## src/rtl/i2s_pcm_receiver_pkg.sv

```systemverilog
// Shared definitions for the I2S PCM receiver: FSM state codes, the PCM
// word width used by the front-end mux, and a small state-decode helper.
package i2s_pcm_receiver_pkg;

  localparam int PCM_WIDTH = 24;

  localparam logic [1:0] ST_IDLE  = 2'd0;
  localparam logic [1:0] ST_ALIGN = 2'd1;
  localparam logic [1:0] ST_LEFT  = 2'd2;
  localparam logic [1:0] ST_RIGHT = 2'd3;

  // Aligned to the frame structure: capturing either channel.
  function automatic logic is_locked(input logic [1:0] st);
    return (st == ST_LEFT) || (st == ST_RIGHT);
  endfunction

endpackage

```

## src/rtl/i2s_pcm_receiver_sync_edge.sv

```systemverilog
// Multi-flop synchroniser for an asynchronous pin followed by a registered
// rising-edge detector. The rise pulse lags the pin by SYNC_STAGES+1 clocks.
module i2s_pcm_receiver_sync_edge #(
  parameter int SYNC_STAGES = 2
) (
  input  logic clk,
  input  logic reset_n,
  input  logic async_i,
  output logic rise_o
);

  logic [SYNC_STAGES-1:0] sync_q;
  logic                   prev_q;
  logic                   rise_q;

  // Synchronise the pin and register a one-clock pulse on each 0->1 change.
  always_ff @(posedge clk or negedge reset_n) begin
    if (!reset_n) begin
      sync_q <= '0;
      prev_q <= 1'b0;
      rise_q <= 1'b0;
    end else begin
      sync_q <= {sync_q[SYNC_STAGES-2:0], async_i};
      prev_q <= sync_q[SYNC_STAGES-1];
      rise_q <= sync_q[SYNC_STAGES-1] & ~prev_q;
    end
  end

  assign rise_o = rise_q;

endmodule

```

## src/rtl/i2s_pcm_receiver.sv

```systemverilog
// I2S stereo deserialiser: oversamples BCLK/LRCLK/SDATA in the clk domain,
// captures the first DATA_WIDTH bits (MSB first) of each slot and presents a
// left/right PCM pair with a one-clock pcm_valid strobe after each right slot.
module i2s_pcm_receiver
  import i2s_pcm_receiver_pkg::*;
#(
  parameter int DATA_WIDTH  = PCM_WIDTH,
  parameter int SYNC_STAGES = 2,
  parameter int CNT_WIDTH   = 6
) (
  input  logic                  clk,
  input  logic                  reset_n,
  input  logic                  run,
  input  logic                  i2s_bclk,
  input  logic                  i2s_lrclk,
  input  logic                  i2s_data,
  output logic                  pcm_valid,
  output logic [DATA_WIDTH-1:0] l_pcm_data,
  output logic [DATA_WIDTH-1:0] r_pcm_data,
  output logic                  frame_err,
  output logic                  locked
);

  localparam logic [CNT_WIDTH-1:0] DW_CNT  = CNT_WIDTH'(DATA_WIDTH);
  localparam logic [CNT_WIDTH-1:0] CNT_MAX = {CNT_WIDTH{1'b1}};
  localparam logic [CNT_WIDTH-1:0] CNT_ONE = {{(CNT_WIDTH-1){1'b0}}, 1'b1};

  logic bclk_rise_s;

  i2s_pcm_receiver_sync_edge #(.SYNC_STAGES(SYNC_STAGES)) u_bclk_sync (
    .clk     (clk),
    .reset_n (reset_n),
    .async_i (i2s_bclk),
    .rise_o  (bclk_rise_s)
  );

  // LRCLK and data get one extra stage so they line up with the registered
  // bclk rise and present the values the pins held at that bclk edge.
  logic [SYNC_STAGES:0] lr_sync_q;
  logic [SYNC_STAGES:0] dat_sync_q;
  logic                 lrclk_s;
  logic                 data_s;

  // Synchronise word select and serial data.
  always_ff @(posedge clk or negedge reset_n) begin
    if (!reset_n) begin
      lr_sync_q  <= '0;
      dat_sync_q <= '0;
    end else begin
      lr_sync_q  <= {lr_sync_q[SYNC_STAGES-1:0], i2s_lrclk};
      dat_sync_q <= {dat_sync_q[SYNC_STAGES-1:0], i2s_data};
    end
  end

  assign lrclk_s = lr_sync_q[SYNC_STAGES];
  assign data_s  = dat_sync_q[SYNC_STAGES];

  logic [1:0]            state_q, state_d;
  logic [DATA_WIDTH-1:0] shift_q, shift_d;
  logic [CNT_WIDTH-1:0]  cnt_q, cnt_d;
  logic                  lr_prev_q, lr_prev_d;
  logic [DATA_WIDTH-1:0] l_hold_q, l_hold_d;
  logic [DATA_WIDTH-1:0] l_pcm_q, l_pcm_d;
  logic [DATA_WIDTH-1:0] r_pcm_q, r_pcm_d;
  logic                  valid_q, valid_d;
  logic                  err_q, err_d;
  logic                  locked_q, locked_d;
  logic [CNT_WIDTH-1:0]  cnt_inc_s;
  logic                  boundary_s;

  // The count used to judge a closing slot already includes the bit at E.
  assign cnt_inc_s  = (cnt_q == CNT_MAX) ? cnt_q : (cnt_q + CNT_ONE);
  assign boundary_s = bclk_rise_s & (lrclk_s ^ lr_prev_q);

  // Slot tracking runs in every state so ALIGN sees genuine boundaries after
  // a run toggle; the FSM decides what a closing slot means.
  always_comb begin
    state_d   = state_q;
    shift_d   = shift_q;
    cnt_d     = cnt_q;
    lr_prev_d = lr_prev_q;
    l_hold_d  = l_hold_q;
    l_pcm_d   = l_pcm_q;
    r_pcm_d   = r_pcm_q;
    valid_d   = 1'b0;
    err_d     = 1'b0;

    if (bclk_rise_s) begin
      if (cnt_q < DW_CNT) begin
        shift_d = {shift_q[DATA_WIDTH-2:0], data_s};
      end else begin
        shift_d = shift_q;
      end
      if (boundary_s) begin
        cnt_d     = '0;
        lr_prev_d = lrclk_s;
      end else begin
        cnt_d = cnt_inc_s;
      end
    end else begin
      cnt_d = cnt_q;
    end

    if (!run) begin
      state_d = ST_IDLE;
    end else begin
      case (state_q)
        ST_IDLE: state_d = ST_ALIGN;
        ST_ALIGN: begin
          if (boundary_s && !lrclk_s) begin
            state_d = ST_LEFT;
          end else begin
            state_d = ST_ALIGN;
          end
        end
        ST_LEFT: begin
          if (boundary_s) begin
            if (cnt_inc_s >= DW_CNT) begin
              l_hold_d = shift_d;
              state_d  = ST_RIGHT;
            end else begin
              err_d   = 1'b1;
              state_d = ST_ALIGN;
            end
          end else begin
            state_d = ST_LEFT;
          end
        end
        ST_RIGHT: begin
          if (boundary_s) begin
            if (cnt_inc_s >= DW_CNT) begin
              l_pcm_d = l_hold_q;
              r_pcm_d = shift_d;
              valid_d = 1'b1;
              state_d = ST_LEFT;
            end else begin
              err_d   = 1'b1;
              state_d = ST_ALIGN;
            end
          end else begin
            state_d = ST_RIGHT;
          end
        end
        default: state_d = ST_IDLE;
      endcase
    end

    locked_d = is_locked(state_d);
  end

  // State and datapath registers.
  always_ff @(posedge clk or negedge reset_n) begin
    if (!reset_n) begin
      state_q   <= ST_IDLE;
      shift_q   <= '0;
      cnt_q     <= '0;
      lr_prev_q <= 1'b0;
      l_hold_q  <= '0;
      l_pcm_q   <= '0;
      r_pcm_q   <= '0;
      valid_q   <= 1'b0;
      err_q     <= 1'b0;
      locked_q  <= 1'b0;
    end else begin
      state_q   <= state_d;
      shift_q   <= shift_d;
      cnt_q     <= cnt_d;
      lr_prev_q <= lr_prev_d;
      l_hold_q  <= l_hold_d;
      l_pcm_q   <= l_pcm_d;
      r_pcm_q   <= r_pcm_d;
      valid_q   <= valid_d;
      err_q     <= err_d;
      locked_q  <= locked_d;
    end
  end

  assign pcm_valid  = valid_q;
  assign frame_err  = err_q;
  assign locked     = locked_q;
  assign l_pcm_data = l_pcm_q;
  assign r_pcm_data = r_pcm_q;

endmodule

```

## config.mk

```make
export PLATFORM = sky130hd
export DESIGN_NAME = i2s_pcm_receiver
export DESIGN_NICKNAME = d
export VERILOG_FILES = /design/src/rtl/i2s_pcm_receiver_pkg.sv /design/src/rtl/i2s_pcm_receiver_sync_edge.sv /design/src/rtl/i2s_pcm_receiver.sv
export SDC_FILE = /design/constraint.sdc
export NUM_CORES = 1
export LEC_CHECK = 0
export ABC_AREA = 1
export ABC_CLOCK_PERIOD_IN_PS = 1700
export CORE_MARGIN = 2
export CORE_UTILIZATION = 45
export DETAILED_ROUTE_END_ITERATION = 12
export PLACE_DENSITY = 0.69
export SETUP_SLACK_MARGIN = 0.02
export SLEW_MARGIN = 20
export SYNTH_ARGS = -nofsm -noshare
export SYNTH_HDL_FRONTEND = slang
export SYNTH_SLANG_ARGS = --single-unit
```

## constraint.sdc

```tcl
create_clock -name clk -period 1.7 [get_ports clk]
set_clock_uncertainty 0.2 [all_clocks]
set_input_delay 0.255 -clock clk [delete_from_list [all_inputs] [get_ports clk]]
set_output_delay 0.255 -clock clk [all_outputs]
set_load 0.005 [all_outputs]
```

==> results.ini <==
[finish]
area_growth_pct=41.08
multi_input_area_um2=1769
post_route_cells_drive_above_1_share_pct=22.94
register_area_um2=2953
layout_commonest_cell=nand2_1
final_cell_mix=nand2_1 (137), dfrtp_1 (118), nand4_1 (51), dlygate4sd2_1 (51)
fin_util_pct=65.27
nFillCells=786
final_area_um2=6708
fin_cells=742
finalNetCount=605
diodes=0

[setup_path]
crit_chain=buf_6 > nand3_2 > nand2_2 > nand2_1 > nand2_4 > nand2_4 > nand2_4 > buf_6 > nand3_4 > buf_12 > nand2_1 > nand2_1
critPathKind=register to register
cp-start-kind=register
cp_max_fo=29
rr_worst_depth=12
crit_arrival_ns=2.11
max_stage_delay_ns=0.41
critPathCaptureType=register
crit_path_top_delay_cell=dfrtp_1
cp.required_ns=1.89

[global_routing]
overflow=0
grt_pass1_wl_um=18460
antenna_found_initial=0
grt_max_degree=80
grt_usage_pct=20.70
grt_pass1_vias=3840

[sta]
final-max-slew-violation-count=0
rsz0062_at_grt=true
post-route-period-util_pct=112.7
final-setup-viol-count=77
worstMarginPinSlew_ns=0.4810
period_needed_ns=1.916
fmax_mhz=521.8
finalHoldViolCount=0
relSlewSlack_pct=67.93
worst_slack_ns=-0.2164

[die]
row_count=37
core_um2=10280
fp.dieH_um=106.8
io_pins=57
die_area_um2=11400
die_w_um=106.8
start_util_pct=46.26

[clock_tree]
cts_buffer_depth=2
root_buffer=clkbuf_8
clk-insertion-delay-late_ns=0.51
cts_tree=built
h-tree-depth=4
cts.sinks=118
cts_inserted_buffers=17
clk_pin_slew_worst_paths_ns=0.05

[power]
power.share.clock_pct=46.2
combPwrFrac_pct=9.6
ir_drop_mv=0.7305
p_sw_share_pct=24.03
power.density_nw_per_um2=1043
net-switching-power_mw=1.682
power_mw=6.998
pwr-share-seq_pct=44.2
p_int_mw=5.316
p_leak_nw=3.661

[place]
gp_congestion=0.7808
placed_area_um2=5643
placed_cells=693
place.port_buffers=56
dp_slack_ns=-0.2244
dp_hpwl_um=6400

[flow_run]
max_cap_viol_count=0

[detailed_routing]
drt_wl_total_um=11880
drtIter0Drc=276
drc=0
ant_nets=0
post_drt_wl_per_cell_um=16.01
drt_pass1_iterations=7
vias=3916
vias_per_cell=5.278

[yosys]
synth.distinct_cells=24
avgSynthCellArea_um2=9.396
syn_inst=506
seq_area_frac_synth_pct=62.11
yosysWarningCount=0
syn-num-nets=513
synth.cell_area_um2=4755
yosys_register_bits=118

[min_path]
hp-class=input pin to asynchronous set/reset pin

[status]
status=finished, violations left
violations=negative setup slack

## flip-flops by register name, indices dropped and copies added, names as in the netlist, 2 cells and up
| name | count |
|---|---|
| l_hold_q | 24 |
| l_pcm_data | 24 |
| r_pcm_data | 24 |
| shift_q | 24 |
| cnt_q | 6 |
| dat_sync_q | 3 |
| lr_sync_q | 3 |
| state_q | 2 |
| u_bclk_sync.sync_q | 2 |
## kinds of logic after synthesis
logic type	count (synthesis)	share of synthesized area, %
and+or+nand+nor	289	27.21
adders and majority gates	1	0.2631
DFF	118	62.11
AOI/OAI and AO/OA	33	3.500
buffers and inverters	64	6.736
xor gates and xnor gates	1	0.1842
## power by group through the flow
stage | Sequential, mW | Clock, mW | Combinational (mW)
2_1_floorplan | 3.11 | 0 | 0.304
5_1_grt | 3.11 | 3.43 | 0.742
3_5_place_dp | 3.12 | 0 | 0.543
6_report | 3.09 | 3.23 | 0.670
4_1_cts | 3.07 | 3.27 | 0.570
3_3_place_gp | 3.11 | 0 | 0.517
## routing by layer
layer | track usage [%] | wire length [um] | vias up
met5 | 0 | 0 | -
met4 | 8.905 | 214 | 0
met3 | 4.134 | 595 | 26
met2 | 31.53 | 5721 | 143
met1 | 29.05 | 5352 | 1907
li1 | - | - | 1840
## layout make-up
| type | instances | area share [%] |
|---|---|---|
| multi-input combinational | 324 | 26.38 |
| inverter | 32 | 1.791 |
| clock inverter | 4 | 0.7088 |
| clock buffer | 23 | 7.256 |
| tap | 136 | 2.537 |
| timing repair buffer | 105 | 17.31 |
| sequential | 118 | 44.02 |
## final timing paths
kind / startpoint / to / slack [ns]
max: cnt_q[0] / l_pcm_data[4] / -0.22
min: reset_n / lr_sync_q[0] / 0.11
max reg2reg: cnt_q[0] / l_pcm_data[4] / -0.22
min reg2reg: lr_sync_q[1] / lr_sync_q[2] / 0.15
max in group asynchronous: reset_n / r_pcm_data[0] / 0.79
min in group clk: run / state_q[0] / 0.13
## cell usage after synthesis, drive strengths merged
| master | count | area, um^2 |
|---|---|---|
| clkbuf | 6 | 22.52 |
| nand2 | 185 | 701.9 |
| ha | 1 | 12.51 |
| nand3 | 29 | 150.1 |
| o22ai | 1 | 6.260 |
| nor3 | 3 | 26.28 |
| buf | 26 | 177.7 |
| xor2 | 1 | 8.760 |
| nor2 | 20 | 90.08 |
| inv | 32 | 120.1 |
| o21ai | 17 | 85.08 |
| nand4 | 51 | 319.1 |
| a21oi | 15 | 75.07 |
| and3 | 1 | 6.260 |
| dfrtp | 118 | 2953 |
## through the flow
step	hold slack, ns	setup TNS, ns
3_3_place_gp	0.1114	-8.918
5_1_grt	0.1349	-18.30
4_1_cts	0.1187	-10.29
2_1_floorplan	-0.2406	-2.892
3_5_place_dp	0.1160	-12.92
6_report	0.1122	-12.92
## worst max-delay path: cells and delay by family (launching register included)
family / cells / cell delay [ns]
AND/OR/NAND/NOR: 9 / 0.76
flip-flops: 1 / 0.41
buffers and inverters: 3 / 0.42
## repair_timing
item                                    4_1_cts  5_1_grt
endpoints found under the hold margin       121        0
gates cloned                                  3        3
pin swaps                                     2       13
resized for setup                            72       74
endpoints found under the setup margin      126       86
hold buffers                                  4        0
setup buffers                                 8        7
Note: power is estimated with default switching activity, not from simulation.
